[src/rtl/usb_link_pkg.sv]
// Shared types and widths for the USB link-state controller.
package usb_link_pkg;

   localparam int US_CNT_W   = 13;
   localparam int US_CNT_MAX = (1 << US_CNT_W) - 1;

   typedef enum logic [1:0] {
      LINE_SE0 = 2'd0,
      LINE_J   = 2'd1,
      LINE_K   = 2'd2,
      LINE_SE1 = 2'd3
   } line_state_t;

   // RESUME_DRIVE keeps its encoding even in builds without remote wakeup.
   typedef enum logic [2:0] {
      LINK_ACTIVE       = 3'd0,
      LINK_RESET        = 3'd1,
      LINK_SUSPEND      = 3'd2,
      LINK_RESUME_HOST  = 3'd3,
      LINK_RESUME_DRIVE = 3'd4
   } link_state_t;

   function automatic logic [US_CNT_W-1:0] satInc(input logic [US_CNT_W-1:0] value);
      return (value == US_CNT_W'(US_CNT_MAX)) ? value : value + 1'b1;
   endfunction

endpackage

[src/rtl/usb_link_ctrl_if.sv]
// PHY/SIE-facing signal bundle of the link-state controller.
interface usb_link_ctrl_if;
   import usb_link_pkg::*;

   logic        usb_full_speed;
   line_state_t line_state;
   logic        remote_wakeup_i;
   link_state_t state_o;
   logic        bus_reset_o;
   logic        suspend_o;
   logic        resume_o;
   logic        drive_k_o;

   modport master (
      output usb_full_speed, line_state, remote_wakeup_i,
      input  state_o, bus_reset_o, suspend_o, resume_o, drive_k_o
   );

   modport slave (
      input  usb_full_speed, line_state, remote_wakeup_i,
      output state_o, bus_reset_o, suspend_o, resume_o, drive_k_o
   );

endinterface

[src/rtl/usb_us_tick.sv]
// One-clock microsecond tick from the PHY clock; a speed change restarts the divider.
module usb_us_tick #(
   parameter int FS_DIV = 48,
   parameter int LS_DIV = 6
)(
   input  logic clk,
   input  logic reset_ni,
   input  logic usb_full_speed,
   output logic tick
);

   localparam int DIV_MAX = (FS_DIV > LS_DIV) ? FS_DIV : LS_DIV;
   localparam int DIV_W   = $clog2(DIV_MAX + 1);

   logic [DIV_W-1:0] r_div;
   logic [DIV_W-1:0] w_last;
   logic             r_speed;
   logic             w_speedChange;

   assign w_last        = usb_full_speed ? DIV_W'(FS_DIV - 1) : DIV_W'(LS_DIV - 1);
   assign w_speedChange = (usb_full_speed != r_speed);
   // The partial period in flight when the speed flips is discarded.
   assign tick          = !w_speedChange && (r_div == w_last);

   always_ff @(posedge clk or negedge reset_ni) begin
      if (!reset_ni) begin
         r_div   <= '0;
         r_speed <= 1'b0;
      end else begin
         r_speed <= usb_full_speed;
         if (w_speedChange || (r_div == w_last)) begin
            r_div <= '0;
         end else begin
            r_div <= r_div + 1'b1;
         end
      end
   end

endmodule

[src/rtl/usb_link_ctrl.sv]
// USB device link-state controller: bus reset, suspend and resume sequencing from PHY line state.
// Remote-wakeup K drive is built only when USB_REMOTE_WAKEUP_EN is defined.
module usb_link_ctrl
   import usb_link_pkg::*;
#(
   parameter int FS_DIV       = 48,
   parameter int LS_DIV       = 6,
   parameter int RESET_US     = 4,
   parameter int SUSPEND_US   = 3000,
   parameter int WAKE_IDLE_US = 5000,
   parameter int DRIVE_K_US   = 2000
)(
   input logic           clk,
   input logic           reset_ni,
   usb_link_ctrl_if.slave link
);

   if ((RESET_US > US_CNT_MAX) || (SUSPEND_US > US_CNT_MAX) ||
       (WAKE_IDLE_US > US_CNT_MAX) || (DRIVE_K_US > US_CNT_MAX)) begin : g_paramCheck
      $error("usb_link_ctrl: a *_US parameter exceeds the 13-bit timer range");
   end

   localparam logic [US_CNT_W-1:0] C_RESET   = US_CNT_W'(RESET_US);
   localparam logic [US_CNT_W-1:0] C_SUSPEND = US_CNT_W'(SUSPEND_US);
   localparam logic [US_CNT_W-1:0] C_DRIVE_K = US_CNT_W'(DRIVE_K_US);

   link_state_t         r_state;
   link_state_t         w_nextState;
   logic [US_CNT_W-1:0] r_se0Cnt;
   logic [US_CNT_W-1:0] r_idleCnt;
   logic [US_CNT_W-1:0] r_tmr;
   logic                w_tick;
   logic                w_stateChange;
   logic                w_wakeReady;

   usb_us_tick #(
      .FS_DIV (FS_DIV),
      .LS_DIV (LS_DIV)
   ) u_tick (
      .clk            (clk),
      .reset_ni       (reset_ni),
      .usb_full_speed (link.usb_full_speed),
      .tick           (w_tick)
   );

   assign w_stateChange = (w_nextState != r_state);

`ifdef USB_REMOTE_WAKEUP_EN
   localparam logic [US_CNT_W-1:0] C_WAKE_IDLE = US_CNT_W'(WAKE_IDLE_US);

   logic r_wakePending;

   // An early request is remembered until the minimum suspend time has elapsed.
   always_ff @(posedge clk or negedge reset_ni) begin
      if (!reset_ni) begin
         r_wakePending <= 1'b0;
      end else if ((r_state != LINK_SUSPEND) || w_stateChange) begin
         r_wakePending <= 1'b0;
      end else if (link.remote_wakeup_i) begin
         r_wakePending <= 1'b1;
      end
   end

   assign w_wakeReady    = r_wakePending && (r_tmr >= C_WAKE_IDLE);
   assign link.drive_k_o = (r_state == LINK_RESUME_DRIVE);
`else
   logic w_unused;
   assign w_unused       = link.remote_wakeup_i;
   assign w_wakeReady    = 1'b0;
   assign link.drive_k_o = 1'b0;
`endif

   // Every state change restarts all three timers so each state measures from its own entry.
   always_ff @(posedge clk or negedge reset_ni) begin
      if (!reset_ni) begin
         r_se0Cnt  <= '0;
         r_idleCnt <= '0;
         r_tmr     <= '0;
      end else if (w_stateChange) begin
         r_se0Cnt  <= '0;
         r_idleCnt <= '0;
         r_tmr     <= '0;
      end else begin
         if (link.line_state != LINE_SE0) begin
            r_se0Cnt <= '0;
         end else if (w_tick) begin
            r_se0Cnt <= satInc(r_se0Cnt);
         end
         if (link.line_state != LINE_J) begin
            r_idleCnt <= '0;
         end else if (w_tick) begin
            r_idleCnt <= satInc(r_idleCnt);
         end
         if (w_tick && ((r_state == LINK_SUSPEND) || (r_state == LINK_RESUME_DRIVE))) begin
            r_tmr <= satInc(r_tmr);
         end
      end
   end

   always_ff @(posedge clk or negedge reset_ni) begin
      if (!reset_ni) begin
         r_state <= LINK_ACTIVE;
      end else begin
         r_state <= w_nextState;
      end
   end

   always_comb begin
      w_nextState = r_state;
      case (r_state)
         LINK_ACTIVE: begin
            if (r_se0Cnt == C_RESET) begin
               w_nextState = LINK_RESET;
            end else if (r_idleCnt == C_SUSPEND) begin
               w_nextState = LINK_SUSPEND;
            end
         end
         LINK_RESET: begin
            if (link.line_state != LINE_SE0) begin
               w_nextState = LINK_ACTIVE;
            end
         end
         // Bus reset outranks host resume, which outranks our own wakeup.
         LINK_SUSPEND: begin
            if (r_se0Cnt == C_RESET) begin
               w_nextState = LINK_RESET;
            end else if (link.line_state == LINE_K) begin
               w_nextState = LINK_RESUME_HOST;
            end else if (w_wakeReady) begin
               w_nextState = LINK_RESUME_DRIVE;
            end
         end
         LINK_RESUME_HOST: begin
            if (link.line_state != LINE_K) begin
               w_nextState = LINK_ACTIVE;
            end
         end
         LINK_RESUME_DRIVE: begin
            if (r_tmr == C_DRIVE_K) begin
               w_nextState = LINK_RESUME_HOST;
            end
         end
         default: w_nextState = LINK_ACTIVE;
      endcase
   end

   assign link.state_o     = r_state;
   assign link.bus_reset_o = (r_state == LINK_RESET);
   assign link.suspend_o   = (r_state == LINK_SUSPEND);
   assign link.resume_o    = (r_state == LINK_RESUME_HOST) && (link.line_state != LINE_K);

endmodule

[src/flat_wrapper.sv]
// flat-port wrapper written by rule: the top's interface ports become plain ports
module usb_link_ctrl_flat import usb_link_pkg::*;
#(
   parameter int FS_DIV       = 48,
   parameter int LS_DIV       = 6,
   parameter int RESET_US     = 4,
   parameter int SUSPEND_US   = 3000,
   parameter int WAKE_IDLE_US = 5000,
   parameter int DRIVE_K_US   = 2000
)
  (clk, reset_ni, link_usb_full_speed, link_line_state, link_remote_wakeup_i, link_state_o, link_bus_reset_o, link_suspend_o, link_resume_o, link_drive_k_o);
  usb_link_ctrl_if link_i ();
  input logic clk;
  input logic reset_ni;
  input wire logic [$bits(link_i.usb_full_speed)-1:0] link_usb_full_speed;
  input wire logic [$bits(link_i.line_state)-1:0] link_line_state;
  input wire logic [$bits(link_i.remote_wakeup_i)-1:0] link_remote_wakeup_i;
  output wire logic [$bits(link_i.state_o)-1:0] link_state_o;
  output wire logic [$bits(link_i.bus_reset_o)-1:0] link_bus_reset_o;
  output wire logic [$bits(link_i.suspend_o)-1:0] link_suspend_o;
  output wire logic [$bits(link_i.resume_o)-1:0] link_resume_o;
  output wire logic [$bits(link_i.drive_k_o)-1:0] link_drive_k_o;
  assign link_i.usb_full_speed = link_usb_full_speed;
  assign link_i.line_state = link_line_state;
  assign link_i.remote_wakeup_i = link_remote_wakeup_i;
  assign link_state_o = link_i.state_o;
  assign link_bus_reset_o = link_i.bus_reset_o;
  assign link_suspend_o = link_i.suspend_o;
  assign link_resume_o = link_i.resume_o;
  assign link_drive_k_o = link_i.drive_k_o;
  usb_link_ctrl #(.FS_DIV(FS_DIV), .LS_DIV(LS_DIV), .RESET_US(RESET_US), .SUSPEND_US(SUSPEND_US), .WAKE_IDLE_US(WAKE_IDLE_US), .DRIVE_K_US(DRIVE_K_US)) u_core (.clk(clk), .reset_ni(reset_ni), .link(link_i));
endmodule
[config.mk]
export PLATFORM = sky130hd
export DESIGN_NAME = usb_link_ctrl_flat
export DESIGN_NICKNAME = d
export VERILOG_FILES = /design/src/rtl/usb_link_pkg.sv /design/src/rtl/usb_link_ctrl_if.sv /design/src/rtl/usb_us_tick.sv /design/src/rtl/usb_link_ctrl.sv /design/src/flat_wrapper.sv
export SDC_FILE = /design/constraint.sdc
export NUM_CORES = 1
export LEC_CHECK = 0
export CAP_MARGIN = 20
export CELL_PAD_IN_SITES_DETAIL_PLACEMENT = 0
export CELL_PAD_IN_SITES_GLOBAL_PLACEMENT = 1
export CORE_MARGIN = 10
export CORE_UTILIZATION = 30
export CTS_CLUSTER_SIZE = 12
export DETAILED_ROUTE_END_ITERATION = 8
export PLACE_DENSITY = 0.53
export SYNTH_ARGS = -nofsm -noshare
export SYNTH_HDL_FRONTEND = slang
export SYNTH_SLANG_ARGS = --single-unit
[constraint.sdc]
create_clock -name clk -period 3 [get_ports clk]
set_input_delay 0.75 -clock clk [delete_from_list [all_inputs] [get_ports clk]]
set_output_delay 0.75 -clock clk [all_outputs]
set_load 0.005 [all_outputs]
==> results of run 1 <==
-- final cells by class --
class,count,area (µm²),area share
multi-input combinational,243,1550,0.467
sequential,49,1230,0.369
timing repair buffer,28,230,0.0694
tap,129,161,0.0486
clock buffer,7,86.3,0.0260
inverter,17,63.8,0.0192
-- sequential cells by signal, summed over array words and instances (netlist names) --
| signal | cells |
|---|---|
| u_core.r_se0Cnt | 13 |
| u_core.u_tick.r_div | 6 |
| u_core.r_tmr | 13 |
| u_core.u_tick.r_speed | 1 |
| u_core.link.state_o | 3 |
| u_core.r_idleCnt | 13 |
-- cell usage after synthesis (all sizes together) (3+ instances only) --
cell type	number	area (µm²)
dfrtp	49	1230
nor2	35	131
a21oi	27	146
nand2	19	71.3
inv	17	63.8
nand3	16	85.1
xnor2	14	123
or3	13	86.3
or4	13	105
nor4	12	87.6
o31ai	11	82.6
nor3	10	55.1
o21ai	10	50.1
buf	9	55.1
nand4	9	56.3
ha	7	87.6
clkbuf	5	18.8
and3	4	25.0
xor2	4	35.0
and2	3	18.8
mux2i	3	30.0
nand2b	3	18.8
or2	3	18.8
-- power breakdown --
group,internal (mW),switching (mW)
Combinational,0.0508,0.0668
Clock,0.184,0.219
Sequential,0.668,0.0161
-- metrics by stage --
stage	power (mW)	util	cell area, µm²
detailed placement	0.819	0.345	3230
finish	1.20	0.354	3320
CTS	1.23	0.354	3320
global route	1.28	0.354	3320
floorplan	0.757	-	2920
global placement	0.822	0.345	3230
-- routing by layer --
layer  up-vias  wire length (µm)  track usage
met5         -                 0            0
met4         0                79       0.0298
met3         8               154       0.0195
met2        23              3160        0.156
met1      1191              3660        0.149
li1       1226                 -            -
-- how the worst max path moves through the flow --
stage                                      start                   to
after floorplan              link_usb_full_speed  u_core.r_se0Cnt[11]
after global placement       link_usb_full_speed   u_core.r_se0Cnt[9]
after detailed placement     link_usb_full_speed   u_core.r_se0Cnt[9]
after CTS                 u_core.link.state_o[1]        link_resume_o
after global routing      u_core.link.state_o[1]        link_resume_o
final                         link_line_state[0]        link_resume_o
-- logic make-up (layout without fill, tap and decap cells) --
group                    Yosys count  in the layout
XOR/XNOR                          18             18
AND/OR/NAND/NOR                  150            150
AO/OA/AOI/OAI                     64             64
flip-flops                        49             49
multiplexers                       3              3
buffers and inverters             31             52
other                              1              1
adder cells (fa/ha/maj)            7              7
==> flow_summary_export.csv, run 1 <==
group,metric,value,unit
cts,worstSkewPairLatency,0.31,ns
worst_setup_path,cp_cell_sequence,"clkdlybuf4s50_1 > inv_2 > a21oi_1 > clkdlybuf4s50_1",
cts,cts.root.buffer_cell,"clkbuf_8",
worst_setup_path,cp_max_fo,3,
worst_setup_path,crit_cells,4,
routing,drt_iter0_drc,160,
yosys,yosys.area_share.simple,0.291,
timing,finalHoldViolCount,0,
routing,route.detailed.drc,0,
placed_design,dp_cells,466,
global_route,grt_pass1_vias,2400,
worst_setup_path,crit_path_start_kind,"primary input",
timing,maxSlewHeadroom,0.368,
cts,cts.sinks,49,
timing,finalWorstSetupSlack,0.229,ns
cells_and_area,final_layout_size_suffix_gt1_frac,0.119,
power_and_ir_drop,power.density,363,mW/mm²
yosys,synthAdderAreaFrac,0.0300,
worst_setup_path,crit_family,"buffers and inverters",
routing,antenna_left,0,
worst_setup_path,critPathMostFrequentCell,"clkdlybuf4s50_1",
placed_design,dp_hpwl,5210,µm
global_route,grt.overflow.total,0,
yosys,syn_area_per_cell,9.03,µm²
yosys,syn-num-nets,336,
yosys,synth_top_family_by_area,"simple AND/OR/NAND/NOR gates",
worst_setup_path,slowest_stage,"clkdlybuf4s50_1",
worst_hold_path,holdCritPathClass,"in2async",
worst_setup_path,required,2.25,ns
run_status,run_status,"finished, final reports clean",
global_route,grt_pass1_wl,12500,µm
timing,hold_slack,0.419,ns
yosys,synth_compound_gate_area_share,0.145,
worst_setup_path,r2r_start,"u_core.r_tmr[3]",
cells_and_area,antennaDiodeCount,0,
yosys,yosys_warnings,0,
timing,slew_violations,0,
timing,fin_crit,2.77,ns
cells_and_area,final_nets,357,
routing,routedWlPerCell,14.9,µm
yosys,async_reset_ff_frac,1.00,
floorplanning,start_util,0.311,
timing,fin_skew,0.0126,ns
floorplanning,die_y,119,µm
cells_and_area,fillers,998,
cts,post_cts_buffers,0,
floorplanning,core_area,0.00937,mm²
yosys,synthXorXnorAreaFrac,0.0541,
global_route,grt_usage,0.105,
cts,htree_levels,2,
run,cap_violations,0,
worst_setup_path,slowest_delay,0.55,ns
timing,fmax,361,MHz
power_and_ir_drop,ir_drop,153,µV
global_route,antenna_found_initial,0,
routing,post_drt_via_cell_ratio,5.18,
yosys,synth_ff_type,"dfrtp_1",
cts,clk_path_buf_depth,2,
timing,worst_slew_pin_slew,0.945,ns
worst_setup_path,critPathCaptureType,"primary output",
cells_and_area,final_common_cell,"dfrtp_1",
timing,final-setup-viol-count,0,
yosys,yosysUniqueCellTypes,55,
cts,hold_buffers,0,
placed_design,place_ws,0.0596,ns
worst_setup_path,critical_path_class,"in2out",
worst_setup_path,r2r_slack,0.41,ns
cts,clkSlewWorstSetupHoldPaths,0.09,ns
cts,cts_tree,"yes",
yosys,synthCells,323,
cells_and_area,area_growth,13.9,%
yosys,synthMuxAreaShare,0.0103,
timing,rsz0062_at_grt,"false",
power_and_ir_drop,leakage,1.22,nW
routing,dr.pass1.iters,4,
worst_setup_path,rr_endpoint,"u_core.r_tmr[8]",
placed_design,gp_congestion,0.718,
floorplanning,dieArea,0.0141,mm²
yosys,synth_edf_count,0,
worst_setup_path,cp.arrival,2.02,ns
timing,fin_crit_sh,0.924,
cts,numCtsBuffers,5,
yosys,synth_seq_cells,49,
worst_setup_path,path_buf_inv,3,
floorplanning,ios,13,
yosys,syn-cell-area,0.00292,mm²
worst_setup_path,r2r.worst_path.cells,5,
cts,cts_resized,0,
global_route,grt_max_degree,25,
timing,finalSetupTns,0,ns
routing,totalWireLength,7060,µm
floorplanning,die-width,119,µm
floorplanning,rows,35,
yosys,ys_seq_area_frac,0.421,
placed_design,numPortBuffers,10,
routing,dr_total_vias,2448,
cells_and_area,layout_common_cells,"dfrtp_1, nor2_1, a21oi_1, nand2_1, buf_4",
cells_and_area,finalNonFillerCells,473,
Power figures use the tool's default switching activity.
==> run 2: changes to the inputs <==
CORE_MARGIN = not set   (was 10)
==> flow_summary_export.csv, run 2 (synthesis gave the netlist of run 1 again) <==
group,metric,value,unit
run_status,run_status,"finished, final reports clean",
cts,clk_path_buf_depth,2,
routing,antenna_left,0,
placed_design,numPortBuffers,10,
cells_and_area,final_layout_size_suffix_gt1_frac,0.122,
cts,clkSlewWorstSetupHoldPaths,0.10,ns
run,cap_violations,0,
worst_setup_path,r2r_start,"u_core.r_tmr[3]",
routing,route.detailed.drc,0,
floorplanning,die-width,101,µm
worst_setup_path,slowest_delay,0.53,ns
placed_design,gp_congestion,0.741,
cts,numCtsBuffers,5,
worst_setup_path,slowest_stage,"dfrtp_1",
power_and_ir_drop,leakage,1.23,nW
cells_and_area,antennaDiodeCount,0,
timing,fin_crit_sh,0.915,
timing,finalHoldViolCount,0,
worst_setup_path,critPathCaptureType,"primary output",
worst_setup_path,critical_path_class,"reg2out",
placed_design,dp_hpwl,4780,µm
floorplanning,core_area,0.00933,mm²
worst_setup_path,r2r.worst_path.cells,5,
timing,finalSetupTns,0,ns
global_route,grt_max_degree,50,
global_route,grt_usage,0.149,
floorplanning,dieArea,0.0101,mm²
power_and_ir_drop,power.density,374,mW/mm²
worst_setup_path,crit_path_start_kind,"flop",
routing,post_drt_via_cell_ratio,5.15,
power_and_ir_drop,finalPower,1.25,mW
cts,hold_buffers,0,
global_route,grt_pass1_wl,11700,µm
routing,dr_total_vias,2436,
cells_and_area,final_common_cell,"dfrtp_1",
global_route,antenna_found_initial,0,
routing,routedWlPerCell,14.5,µm
floorplanning,start_util,0.313,
timing,fmax,364,MHz
routing,dr.pass1.iters,4,
worst_setup_path,cp.arrival,1.99,ns
placed_design,dp_cells,465,
timing,final-setup-viol-count,0,
timing,slew_violations,0,
power_and_ir_drop,ir_drop,149,µV
cells_and_area,finalNonFillerCells,473,
floorplanning,die_y,101,µm
cts,cts.root.buffer_cell,"clkbuf_8",
worst_setup_path,rr_endpoint,"u_core.r_idleCnt[1]",
routing,totalWireLength,6840,µm
placed_design,place_ws,0.0799,ns
worst_setup_path,r2r_slack,0.58,ns
worst_hold_path,holdCritPathClass,"in2async",
global_route,grt_pass1_vias,2322,
floorplanning,rows,35,
cells_and_area,final_nets,356,
cts,post_cts_buffers,0,
timing,maxSlewHeadroom,0.541,
cells_and_area,layout_common_cells,"dfrtp_1, nor2_1, a21oi_1, nand2_1",
cells_and_area,top_regs,"u_core.r_idleCnt (13), u_core.r_se0Cnt (13), u_core.r_tmr (13)",
timing,finalWorstSetupSlack,0.255,ns
cts,htree_levels,2,
timing,fin_crit,2.74,ns
worst_setup_path,required,2.25,ns
cells_and_area,fin_util,0.358,
routing,drt_iter0_drc,68,
global_route,grt.overflow.total,0,
cts,worstSkewPairLatency,0.32,ns
timing,worst_slew_pin_slew,0.688,ns
cts,cts.sinks,49,
cells_and_area,area_growth,14.5,%
worst_setup_path,cp_max_fo,11,
timing,rsz0062_at_grt,"false",
timing,fin_skew,0.0109,ns
cts,cts_tree,"yes",
cts,cts_resized,0,
worst_setup_path,cp_cell_sequence,"nand2b_1 > or2_2 > a21oi_1 > clkdlybuf4s50_1",
floorplanning,ios,13,
run 2: worst max path at each step:
stage / from / to / slack [ns]
6_report: u_core.link.state_o[2] / link_resume_o / 0.26
5_1_grt: u_core.link.state_o[2] / link_resume_o / 0.16
4_1_cts: u_core.link.state_o[2] / link_resume_o / 0.23
3_5_place_dp: link_usb_full_speed / u_core.r_idleCnt[11] / 0.08
3_3_place_gp: link_usb_full_speed / u_core.r_idleCnt[9] / 0.11
2_1_floorplan: link_usb_full_speed / u_core.r_se0Cnt[11] / 0.76
run 2: area by class of cell:
cell class / instances / area, µm²
well taps: 129 / 161
multi-input cells: 243 / 1550
clock inverters: 2 / 17.5
clock buffers: 6 / 82.6
repair buffers: 27 / 235
inverters: 17 / 63.8
flip-flops and latches: 49 / 1230
fillers: 976 / 5990
run 2: where the power goes:
group          internal [mW]  total (mW)  leakage (nW)  switching, mW
clock network          0.192       0.448        0.0518          0.256
logic                 0.0501       0.114         0.494         0.0635
registers              0.668       0.688         0.680         0.0193
run 2: per-layer routing:
metal | track usage | part of all wire
met4 | 0.0524 | 0.014
met5 | 0 | 0
met3 | 0.0326 | 0.031
met1 | 0.209 | 0.53
met2 | 0.224 | 0.43
run 2: through the flow:
step           cell area, µm²  hold WS (ns)
2_1_floorplan            2920         0.454
3_3_place_gp             3240         0.511
3_5_place_dp             3240         0.515
4_1_cts                  3340         0.535
5_1_grt                  3340         0.572
6_report                 3340         0.527
run 2: critical path: cells and delay by family, from the launching register on:
family                 cells  cell delay (ns)
DFF                        1             0.53
and+or+nand+nor            2             0.53
buffers and inverters      1             0.51
AOI/OAI and AO/OA          1             0.12
==> run 3: changes to the inputs <==
SETUP_SLACK_MARGIN = 0.02   (was not set)
==> results of run 3 <==
The final DEF is identical to that of run 2; final timing and power are the same.
==> edit 1, RTL diff (settings of run 2) <==
Build with the macro `USB_REMOTE_WAKEUP_EN` defined.
--- a/src/rtl/usb_link_ctrl.sv
+++ b/src/rtl/usb_link_ctrl.sv
@@ -2,2 +2,4 @@
 // Remote-wakeup K drive is built only when USB_REMOTE_WAKEUP_EN is defined.
+`define USB_REMOTE_WAKEUP_EN
+
 module usb_link_ctrl
Formal check against the unedited RTL: no difference found for any inputs over 10 cycles, from zero or initial values and one cycle with reset_ni low; that may be too few to reach the edited logic, so the function may still have changed.
==> edit 1 against run 2 <==
Total power rose by 5.6%. Worst setup slack got worse by 0.13 ns. Area after synthesis rose by 3.2%. Die area rose by 3.1%. Sequential cell count rose by 1. Cell area rose by 4.8%. Clock skew fell by 0.0048 ns. Fmax fell by 4.4%. Routed wire length rose by 6.4%. Synthesized cell count fell by 1.2%. Count of clock-buffer cells in the layout rose by 1. Core utilization rose by 0.16 points. Non-clock buffer count rose by 5. Critical endpoint unchanged. Largest power group unchanged.
==> edit 1: results (changes against run 2) <==
GRT
The pin count of the biggest net entering global routing was 23 (-54%). The met1 layer usage reported by global route came to 21.7% (+0.80 points). The global-route wire length before repair was 12400 um (+6.4%). The met2 global-route usage is 24.7% (+2.2 points). The total track usage is 15.4% (+0.57 points).

The met3 global-route usage was 2.26% (-1.0 points).

Place
The placer congestion estimate is 0.742 (+0.23%). The number of cells after detailed placement is 471 (+1.3%). The post-place instance area came to 3390 um^2 (+4.7%). The number of buffer cells added on primary ports came to 12 (+2). The placed wire-length estimate is 5280 um (+10%). The pre-CTS setup slack is -0.0182 ns (-0.0980 ns).

Yosys
By count the netlist is led by sky130_fd_sc_hd__dfrtp_1 (50), sky130_fd_sc_hd__nor3_1 (32), sky130_fd_sc_hd__xnor2_1 (22). The fraction of synthesis flops using an asynchronous set or reset pin is 100% (unchanged). The synthesized netlist net count is 332 (-1.2%). By area the synthesized netlist is led by sky130_fd_sc_hd__dfrtp_1 (42%), sky130_fd_sc_hd__xnor2_1 (6.4%), sky130_fd_sc_hd__nor3_1 (5.3%). The proportion of synthesized chip area in sequential cells is 41.6% (-0.46 points). The number of distinct library cells after synthesis is 52 (-5.5%). The post-synthesis average cell area is 9.43 um^2 (+4.5%).

Critical path
The arrival time of data at the critical path endpoint is 2.12 ns (+0.13 ns). The register-to-register path setup slack is 0.48 ns (-0.10 ns). The peak fanout along the critical path is 2 (-9). The category of cells accounting for the largest share of critical-path delay is buffers and inverters. The depth of the worst register-to-register path was 8 (+3). The highest cell delay on the worst timing path came to 0.55 ns (+0.02 ns). The start point of the critical path is link_line_state[1].

Drt
The wire length the detailed router placed on met1 came to 3680 um (+1.9%). The detailed-routed wire length on met3 is 163 um (-23%). The met2 wire length was 3370 um (+15%). The mean routed wirelength per cell is 15.2 um (+5.1%).

The number of DRC violations after detailed-routing iteration 0 is 75 (+10%). The overall routed net length was 7280 um (+6.4%). The total number of vias is 2476 (+1.6%).

Final layout
The largest registers in the layout are u_core.r_idleCnt x13, u_core.r_se0Cnt x13, u_core.r_tmr x13. The total of fill cells in the finished design is 1049 (+7.5%). The total number of nets in the final design was 358 (+0.56%). The proportion of layout cells with a drive suffix above 1 is 14.2% (+2.0 points).

STA
The minimum hold slack was 0.404 ns (-0.123 ns). The final period demand of the worst path is 2.87 ns (+0.126 ns). The largest clock skew in the final design was 0.00612 ns (-0.00475 ns).

Outcome
The run finished with clean final reports.

Clock network
The clock latency at the later pin of the worst-skew pair is 0.30 ns (-0.02 ns).

Pwr
The maximum resistive drop on vdd was 241 uV (+62%). The leakage dissipation is 1.28 nW (+4.4%).
edit 1: cell types whose count changed after synthesis, sizes merged, moves of 4 or more:
cell,before,now
a21oi,27,11
buf,9,5
nand2,19,15
nor2,35,19
nor3,10,38
nor3b,0,5
o31ai,11,5
or3,13,6
or4,13,5
xnor2,14,22
edit 1: kinds of logic after synthesis:
family | Yosys count | share of synthesized area (%)
compound gates | 46 | 10.8
buf+inv | 31 | 4.28
fa+ha+maj | 7 | 2.91
xor+xnor | 26 | 7.57
mux | 6 | 2.00
simple gates | 153 | 30.8
flops | 50 | 41.6
edit 1: final cells by class:
type,count,area (um^2),area share [%]
clock buffers,7,76.3,2.18
clock inverters,1,30.0,0.859
inverters,18,67.6,1.93
multi-input cells,238,1630,46.5
flip-flops and latches,50,1250,35.8
well taps,133,166,4.76
repair buffers,32,278,7.94
edit 1: report_power, final:
group | internal [W] | switching (W)
combinational | 0.0000567 | 0.0000816
clock | 0.000250 | 0.000229
sequential | 0.000685 | 0.0000173
==> edit 2, RTL diff (flow settings as in run 2) <==
Made on the original files. The 5 states of `link_state_t` get a Gray code encoding in 3 bits.
--- a/src/rtl/usb_link_pkg.sv
+++ b/src/rtl/usb_link_pkg.sv
@@ -15,7 +15,7 @@
    typedef enum logic [2:0] {
-      LINK_ACTIVE       = 3'd0,
-      LINK_RESET        = 3'd1,
-      LINK_SUSPEND      = 3'd2,
-      LINK_RESUME_HOST  = 3'd3,
-      LINK_RESUME_DRIVE = 3'd4
+      LINK_ACTIVE       = 3'b000,
+      LINK_RESET        = 3'b001,
+      LINK_SUSPEND      = 3'b011,
+      LINK_RESUME_HOST  = 3'b010,
+      LINK_RESUME_DRIVE = 3'b110
    } link_state_t;
Behaviour: same outputs for any inputs over 10 cycles, from zero or initial values and one cycle with reset_ni low; not proved beyond that.
==> edit 2 against run 2 <==
Register-to-register slack improved by 0.04 ns. Clock skew grew 0.0051 ns. Area after synthesis fell by 0.82%. Total power fell by 5.8%. Worst setup slack got worse by 0.11 ns. Cell area fell by 1.8%. Sequential cell count is the same. Routed wire length shrank 2.1%. Critical endpoint unchanged. Largest power group unchanged. Highest routed layer unchanged.
==> edit 2: results (changes against run 2) <==
Outcome
The flow ran to the end, and the final reports show no timing, DRC or antenna violations.

Yosys
The mux cell area share after synthesis is 1.04% (+0.0085 points). The post-synthesis adder-cell area fraction is 3.03% (+0.025 points). The xor and xnor fraction of the mapped netlist area is 7.27% (+1.9 points). The number of distinct library cells after synthesis is 56 (+1.8%). The synthesized netlist net count is 329 (-2.1%). The share of the synthesized area in compound gates (AO/OA/AOI/OAI) is 11.4% (-3.2 points).

The commonest cells after synthesis are sky130_fd_sc_hd__dfrtp_1 (49), sky130_fd_sc_hd__nor2_1 (38), sky130_fd_sc_hd__nand2_1 (19). Ranked by total cell area, the synthesized netlist is headed by sky130_fd_sc_hd__dfrtp_1 (42%), sky130_fd_sc_hd__xnor2_1 (5.1%), sky130_fd_sc_hd__nor2_1 (4.9%).

Critical path
The startpoint identified for the worst register-to-register timing path is u_core.r_idleCnt[0]$_DFFE_PN0P_. The largest individual stage delay along the critical path comes from the cell sky130_fd_sc_hd__clkdlybuf4s50_1. The depth of the worst register-to-register path was 6 (+1). The peak fanout along the critical path was 3 (-8). In this run the critical register-to-register path is captured at u_core.r_idleCnt[11]$_DFFE_PN0P_.

The category of cells accounting for the largest share of critical-path delay is buffers and inverters. The register-to-register path setup slack came to 0.62 ns (+0.04 ns). The start point of the critical path is link_line_state[1].

The highest cell delay on the worst timing path is 0.55 ns (+0.02 ns). The arrival time of data at the critical path endpoint is 2.11 ns (+0.12 ns).

Pwr
The switching portion of total power was 24.0% (-3.1 points). The power in sequential cells is 0.000671 W (-2%).

Clock network
For the worst-skew pair, the clock arrives at the later sink with an insertion delay of just over 0.3 ns.

Place
The placed wire-length estimate was 4600 um (-3.8%). The placer congestion estimate came to 0.764 (+3.2%).

STA
The minimum hold slack was 0.542 ns (+0.0151 ns). The largest clock skew in the final design came to 0.0160 ns (+0.00512 ns). The slew at the pin closest to its max-slew limit is 0.875 ns (+0.187 ns).

GRT
The met1 layer usage reported by global route came to 22.0% (+1.2 points). The total track usage is 14.4% (-0.46 points). The global-route wire length before repair is 11400 um (-2.6%). The met3 global-route usage is 2.44% (-0.82 points).

Drt
The mean routed wirelength per cell is 14.5 um (+0.24%). The met2 wire length was 2750 um (-6.0%). The detailed-routed wire length on met3 is 166 um (-22%). The number of DRC violations after detailed-routing iteration 0 is 76 (+12%). The total number of vias came to 2361 (-3.1%). The wire length the detailed router placed on met1 was 3670 um (+1.6%).

Final layout
The proportion of layout cells with a drive suffix above 1 came to 9.61% (-2.6 points). The total number of nets in the final design is 345 (-3.1%).

Hold path
The path class of the tightest hold or removal check is reg2reg. The startpoint identified for the worst hold timing path is u_core.u_tick.r_div[0]$_DFF_PN0_.
-- edit 2: cell types whose count changed after synthesis, moves of 4 or more --
cell | before | now
sky130_fd_sc_hd__or4_1 | 11 | 1
sky130_fd_sc_hd__o31ai_1 | 11 | 2
sky130_fd_sc_hd__nor4_1 | 10 | 17
sky130_fd_sc_hd__a21oi_1 | 24 | 18
sky130_fd_sc_hd__inv_1 | 16 | 11
sky130_fd_sc_hd__nor2b_1 | 1 | 6
sky130_fd_sc_hd__nor3_1 | 9 | 4
sky130_fd_sc_hd__o21ai_0 | 10 | 14
sky130_fd_sc_hd__or4b_1 | 0 | 4
-- edit 2: worst reg2reg max path, stage by stage (launching register included) --
cell	delay, ns
sky130_fd_sc_hd__dfrtp_1	0.44
sky130_fd_sc_hd__ha_1	0.25
sky130_fd_sc_hd__and3_1	0.20
sky130_fd_sc_hd__and4_4	0.21
sky130_fd_sc_hd__or4b_1	0.60
sky130_fd_sc_hd__or4_4	0.46
sky130_fd_sc_hd__a21oi_2	0.13
-- edit 2: cell type report --
| type | count | area [um^2] |
|---|---|---|
| Fill cell | 985 | 6010 |
| Clock inverter | 1 | 5.00 |
| Inverter | 11 | 41.3 |
| Clock buffer | 7 | 96.3 |
| Tap cell | 129 | 161 |
| Multi-Input combinational cell | 244 | 1570 |
| Timing Repair Buffer | 21 | 178 |
| Sequential cell | 49 | 1230 |
-- edit 2: metrics by stage --
| stage | area, um^2 | power [W] | instances | setup WS, ns |
|---|---|---|---|---|
| global placement | 3170 | 0.000749 | 454 | 0.0744 |
| floorplan | 2890 | 0.000713 | 316 | 0.769 |
| CTS | 3270 | 0.00120 | 462 | 0.0167 |
| detailed placement | 3170 | 0.000749 | 454 | 0.0242 |
| finish | 3280 | 0.00118 | 462 | 0.143 |
| global route | 3280 | 0.00123 | 462 | 0.0408 |
